## config.mk

```make
export PLATFORM = sky130hd
export DESIGN_NAME = pci_target_responder
export DESIGN_NICKNAME = d
export VERILOG_FILES = /design/src/rtl/pci_pkg.sv /design/src/rtl/pci_tgt_mem.sv /design/src/rtl/pci_target_responder.sv
export SDC_FILE = /design/constraint.sdc
export NUM_CORES = 1
export LEC_CHECK = 0
export CAP_MARGIN = 20
export CORE_ASPECT_RATIO = 0.75
export CORE_MARGIN = 4
export CORE_UTILIZATION = 40
export CTS_CLUSTER_DIAMETER = 100
export CTS_CLUSTER_SIZE = 16
export DETAILED_ROUTE_END_ITERATION = 8
export HOLD_SLACK_MARGIN = 0.1
export SLEW_MARGIN = 20
export SYNTH_ARGS = -nofsm -noshare
export SYNTH_HDL_FRONTEND = slang
export SYNTH_SLANG_ARGS = --single-unit
export TNS_END_PERCENT = 20
```

## constraint.sdc

```tcl
create_clock -name clk -period 5 [get_ports clk]
set_input_delay 0.75 -clock clk [delete_from_list [all_inputs] [get_ports clk]]
set_output_delay 0.75 -clock clk [all_outputs]
set_load 0.005 [all_outputs]
```

## src/rtl/pci_pkg.sv

```systemverilog
// Shared PCI definitions: target FSM state encodings and cbe command constants.
// Used by the target responder, the arbiter and the device model.
package pci_pkg;

  typedef enum logic [2:0] {
    ST_IDLE  = 3'd0,
    ST_TURN  = 3'd1,
    ST_WAIT  = 3'd2,
    ST_WDATA = 3'd3,
    ST_RDATA = 3'd4,
    ST_DONE  = 3'd5
  } pci_state_t;

  localparam logic CBE_READ  = 1'b1;
  localparam logic CBE_WRITE = 1'b0;

endpackage

```

## src/rtl/pci_tgt_mem.sv

```systemverilog
// PCI target word memory: async reset loads INIT_WORD everywhere,
// one synchronous write port, one combinational read port.
module pci_tgt_mem #(
  parameter int          DEPTH     = 16,
  parameter int          AW        = $clog2(DEPTH),
  parameter logic [31:0] INIT_WORD = 32'hBBBBBBBB
) (
  input  logic          clk,
  input  logic          reset,
  input  logic          we,
  input  logic [AW-1:0] waddr,
  input  logic [31:0]   wdata,
  input  logic [AW-1:0] raddr,
  output logic [31:0]   rdata
);

  logic [31:0] mem_q [DEPTH];
  logic [31:0] mem_d [DEPTH];

  always_comb begin
    mem_d = mem_q;
    if (we) mem_d[waddr] = wdata;
  end

  always_ff @(posedge clk or negedge reset) begin
    if (!reset) begin
      for (int i = 0; i < DEPTH; i++) mem_q[i] <= INIT_WORD;
    end else begin
      mem_q <= mem_d;
    end
  end

  assign rdata = mem_q[raddr];

endmodule

```

## src/rtl/pci_target_responder.sv

```systemverilog
// PCI target: claims DEVICE_ID window, bursts to/from pci_tgt_mem.
// Define PCI_TGT_WAIT_EN to insert one WAIT cycle before the first data phase.
module pci_target_responder
  import pci_pkg::*;
#(
  parameter logic [31:0] DEVICE_ID = 32'h00000001,
  parameter int          DEPTH     = 16,
  parameter logic [31:0] INIT_WORD = 32'hBBBBBBBB
) (
  input  logic        clk,
  input  logic        reset,
  input  logic        frame,
  input  logic        i_ready,
  input  logic        cbe,
  input  logic [31:0] ad_in,
  output logic [31:0] ad_out,
  output logic        ad_oe,
  output logic        t_ready,
  output logic        devSelect,
  output logic        targetflag,
  output logic        target_found
);

  localparam int AW = $clog2(DEPTH);
  localparam logic [AW-1:0] IDX_ONE = 1;

  pci_state_t    state_q, state_d;
  logic [AW-1:0] idx_q, idx_d;
  logic [31:0]   ad_out_q, ad_out_d;
  logic          rd_q, rd_d;
  logic          frame_q;

  logic          addr_phase;
  logic          hit;
  logic          data_st;
  logic          we;
  logic [AW-1:0] idx_inc;
  logic [AW-1:0] raddr;
  logic [31:0]   rdata;

  assign addr_phase = frame_q & ~frame;
  assign hit     = (ad_in[31:AW] == DEVICE_ID[31:AW]);
  assign idx_inc = idx_q + IDX_ONE;
  assign data_st = (state_q == ST_WDATA) || (state_q == ST_RDATA);
  // Read port looks one word ahead on a completed transfer.
  assign raddr   = (data_st && !i_ready) ? idx_inc : idx_q;

  pci_tgt_mem #(
    .DEPTH    (DEPTH),
    .AW       (AW),
    .INIT_WORD(INIT_WORD)
  ) u_mem (
    .clk  (clk),
    .reset(reset),
    .we   (we),
    .waddr(idx_q),
    .wdata(ad_in),
    .raddr(raddr),
    .rdata(rdata)
  );

  always_comb begin
    state_d    = state_q;
    idx_d      = idx_q;
    ad_out_d   = ad_out_q;
    rd_d       = rd_q;
    we         = 1'b0;
    t_ready    = 1'b1;
    devSelect  = 1'b1;
    ad_oe      = 1'b0;
    targetflag = 1'b0;
    unique case (state_q)
      ST_IDLE: begin
        if (addr_phase && hit) begin
          idx_d = ad_in[AW-1:0];
          rd_d  = (cbe == CBE_READ);
          if (cbe == CBE_READ) begin
            state_d = ST_TURN;
          end else begin
`ifdef PCI_TGT_WAIT_EN
            state_d = ST_WAIT;
`else
            state_d = ST_WDATA;
`endif
          end
        end
      end
      ST_TURN: begin
        targetflag = 1'b1;
        devSelect  = 1'b0;
        ad_out_d   = rdata;
`ifdef PCI_TGT_WAIT_EN
        state_d = ST_WAIT;
`else
        state_d = ST_RDATA;
`endif
      end
      ST_WAIT: begin
        targetflag = 1'b1;
        devSelect  = 1'b0;
        ad_oe      = rd_q;
        state_d    = rd_q ? ST_RDATA : ST_WDATA;
      end
      ST_WDATA, ST_RDATA: begin
        targetflag = 1'b1;
        devSelect  = 1'b0;
        t_ready    = 1'b0;
        ad_oe      = (state_q == ST_RDATA);
        if (!i_ready) begin
          idx_d = idx_inc;
          we    = (state_q == ST_WDATA);
          if (state_q == ST_RDATA) ad_out_d = rdata;
          if (frame) state_d = ST_DONE;
        end else if (frame) begin
          state_d = ST_DONE;
        end
      end
      ST_DONE: begin
        targetflag = 1'b1;
        state_d    = ST_IDLE;
      end
      default: state_d = ST_IDLE;
    endcase
  end

  always_ff @(posedge clk or negedge reset) begin
    if (!reset) begin
      state_q  <= ST_IDLE;
      idx_q    <= '0;
      ad_out_q <= '0;
      rd_q     <= 1'b0;
      frame_q  <= 1'b1;
    end else begin
      state_q  <= state_d;
      idx_q    <= idx_d;
      ad_out_q <= ad_out_d;
      rd_q     <= rd_d;
      frame_q  <= frame;
    end
  end

  assign ad_out       = ad_out_q;
  assign target_found = targetflag;

endmodule

```

==> results.txt <==
The post-route clock period utilization was 0.8052; the routed wire length was 70500 um. The cell count after synthesis came out at 2178. The core area was 63660 um^2; the maximum fanout count along the critical path was 53.

In this run the static leakage power is 0.01196 uW. Entering global routing, the biggest net connects 111 pins. The most congested layer reported by global routing is met2. For the initial cell density of the core, the log shows 0.4041. The logs give 0.4500 for the core occupancy in the finished layout and 74 for the I/O pin total.

In the final timing run, aggregate negative setup slack is 0 ns. The tools report the number of buffers on the longest clock path as 3. The number of levels the H-tree was split into came out at 2. After global routing the overflow that remains totals 0. The repair_antennas step left the layout with diodes totalling 0. Final hold analysis gives a worst-case slack of 0.2522 ns.

The violation count after the first detailed-route iteration is 1287. The commonest non-fill, non-tap cell in the layout was mux2_2. The worst register-to-register path ends at ad_out[5]$_DFFE_PN0P_. The worst hold-check path type is in2async. The clock arrives with 0.01998 ns of skew. For the worst setup path, the data arrival time is 4.44 ns. The later pin in the worst-skew pair is clocked with a latency of 0.56 ns. The first global-routing pass estimated 108200 um of wire.

The slew at the pin closest to its max-slew limit was 0.9581 ns. The worst register-to-register path begins at idx_q[0]$_DFFE_PN0P_. Relative to the synthesized area, the layout overhead comes to 11.37%. The run gives 0.2891 as the met1 routing resource usage after global routing. Once the clock tree was built, the setup fixing pass inserted 0 buffers. STA puts the critical path data required time at 5.42 ns. The tools report the total count of hold-check failures in the final report as 0.

STA classifies the critical path endpoint as a flip-flop. Before antenna repair, the detailed router went through 5 iterations. The path depth of the worst reg2reg path is 10. The critical path is of the reg2reg type. The tools report the post-synthesis cell area as 25720 um^2.

After detailed routing, the number of remaining DRC violations is 0. The run finished with clean final reports. Counting every net in the synthesized netlist gives 2219. The number of global-route vias before repair was 17390. Yosys mapped the design onto 58 distinct sky130hd cell types. After layout, the minimum clock period comes to 4.026 ns.

The logs give 17100 for the total number of vias and 0 for the number of maximum-capacitance constraint violations. The post-synthesis sequential area ratio was 0.5567; the average cell area after synthesis was 11.81 um^2. After synthesis the netlist holds a flip-flop and latch count of 553. The number of enable flip-flop cells after synthesis came out at 0. Power spread over the standard cell area amounts to 402.9 nW/um^2. The die span in x works out to 300.8 um. TritonCTS built the clock tree. The async set-or-reset flop fraction in the synthesized netlist was 1.000. The die area was 68470 um^2; the total number of placement rows was 80. The overall track demand over capacity in global routing is 0.2049. The highest achievable clock rate is 0.2484 GHz, and the number of port buffers is 73.

The logs give 270.5 uV for the worst voltage drop across the vdd grid and 11540 uW for the overall power. Setup repair after global routing left no endpoint under its margin. The Yosys step of the flow raised 0 warnings. After the last flow step, the layout net total stands at 2226. For the final non-filler cell total, the log shows 3076. The number of vias per cell after detailed routing was 5.559; the clock slew seen by the registers of the worst setup and hold paths was 0.09 ns.

From bottom edge to top edge, the die measures 227.6 um. The final RePlAce weighted congestion was 0.7895; the proportion of layout cells with a drive suffix above 1 was 0.4727. The dominant synthesized flop cell is dfstp_2. The final-report max-slew violation count was 0; the total CTS buffers was 40. STA classifies the critical path startpoint as a flip-flop. The routing usage on met3 was 0.02849; the final setup violation count was 0. The filler cells instantiated in the layout total 5901.

Including well taps, the total number of placed cells is 3004. The run gives 0.3359 as the fraction of met2 tracks used by global routing. The number of hold buffers added after CTS was 0.

The run gives 0 as the remaining antenna violation count. Destination of the critical timing path: ad_out[5]$_DFFE_PN0P_. Tracing the worst setup path back leads to its startpoint at idx_q[0]$_DFFE_PN0P_. The tree is rooted in a clkbuf_16. In the layout the commonest cells are 513 x mux2_2, 385 x dfstp_2, 371 x nand2_1. After detailed routing, the average wire length per cell comes to 22.92 um.

The headroom to the max-slew limit was 0.3613; the slack of the worst reg-to-reg path was 0.97 ns. CTS saw 553 sinks. In this run, post-CTS repair resized a total of 0 instances.

The HPWL after detailed placement is 39260 um. Initial antenna violation count: 3.
==> sequential cells by signal, summed over array words and instances (netlist names) <==
name	cells
idx_q	4
state_q	3
rd_q	1
ad_out	32
frame_q	1
u_mem.mem_q	512
==> cells in the mapped netlist (all sizes together) (2+ instances only) <==
master   count  area share
a2111oi     32       0.012
a21oi      172       0.033
a22o         2     0.00068
a22oi        4      0.0021
a31oi        2     0.00049
and2         5      0.0012
buf        110       0.021
clkbuf      63      0.0092
dfrtp      168        0.16
dfstp      385        0.39
ha           4      0.0019
inv          6     0.00088
mux2       513        0.22
mux2i       60       0.023
nand2      389       0.057
nand2b       4      0.0011
nand3        4     0.00078
nand3b       2     0.00058
nor2       110       0.016
nor2b        4     0.00097
nor3        35      0.0070
nor4        39      0.0095
nor4b        3      0.0016
o211ai       4      0.0014
o21ai        6      0.0012
o22ai       28      0.0068
o31ai        2      0.0011
o32ai        5      0.0017
or2          2     0.00058
xnor2        2     0.00068
==> logic make-up (layout without fill, tap and decap cells) <==
kind of cell	count (synthesis)	in the layout	synth area share
AO/OA/AOI/OAI	266	266	0.06387
AND/OR/NAND/NOR	600	600	0.09723
flip-flops	553	553	0.5567
buffers and inverters	179	216	0.03132
multiplexers	573	573	0.2479
adder cells (fa/ha/maj)	4	4	0.001946
XOR/XNOR	3	3	0.001022
==> metrics by stage <==
step / area (um^2) / worst slack (ns)
detailed placement: 27470 / 0.8482
global route: 28650 / 0.6894
finish: 28650 / 0.9738
CTS: 28650 / 0.9851
global placement: 27460 / 0.9377
floorplan: 25720 / 2.210
==> per-layer routing <==
layer  vias to the layer above  share of wire
met5                         -        0.00057
met4                         6          0.027
met3                       123          0.049
met2                       423           0.47
met1                      8924           0.46
li1                       7625              -
==> power breakdown <==
part           switching (uW)  leakage [uW]  total (uW)  internal (uW)
combinational            2430       0.00516        3510           1090
clock                    1580      0.000562        3160           1580
sequential                219       0.00624        4870           4650
==> worst max-delay path, stage by stage (launching register included) <==
cell     delay, ns
dfrtp_1       0.64
inv_1         0.24
ha_1          0.38
nor4b_1       0.06
o21ai_0       0.47
o211a_4       0.87
buf_4         0.36
mux2i_1       0.22
o22ai_1       0.10
nor4_1        0.37
a21oi_1       0.13
==> final cells by class <==
type                       instances  area (um^2)  share of cell area
sequential                       553        14320              0.4998
multi-input combinational       1446        10700              0.3735
timing repair buffer             138         1349             0.04708
clock buffer                      70         1156             0.04035
tap                              861         1077             0.03760
clock inverter                     2        25.02           0.0008735
inverter                           6        22.52           0.0007861
==> worst min path at each step <==
stage / end / slack (ns) / cells past startpoint
2_1_floorplan: ad_out[0]$_DFFE_PN0P_ / 0.45 / 0
3_3_place_gp: u_mem.mem_q[222]$_DFFE_PN0P_ / 0.49 / 1
3_5_place_dp: u_mem.mem_q[22]$_DFFE_PN0P_ / 0.49 / 1
4_1_cts: u_mem.mem_q[98]$_DFFE_PN0P_ / 0.29 / 1
5_1_grt: u_mem.mem_q[482]$_DFFE_PN0P_ / 0.33 / 1
6_report: u_mem.mem_q[98]$_DFFE_PN0P_ / 0.25 / 1
Power figures use the tool's default switching activity.
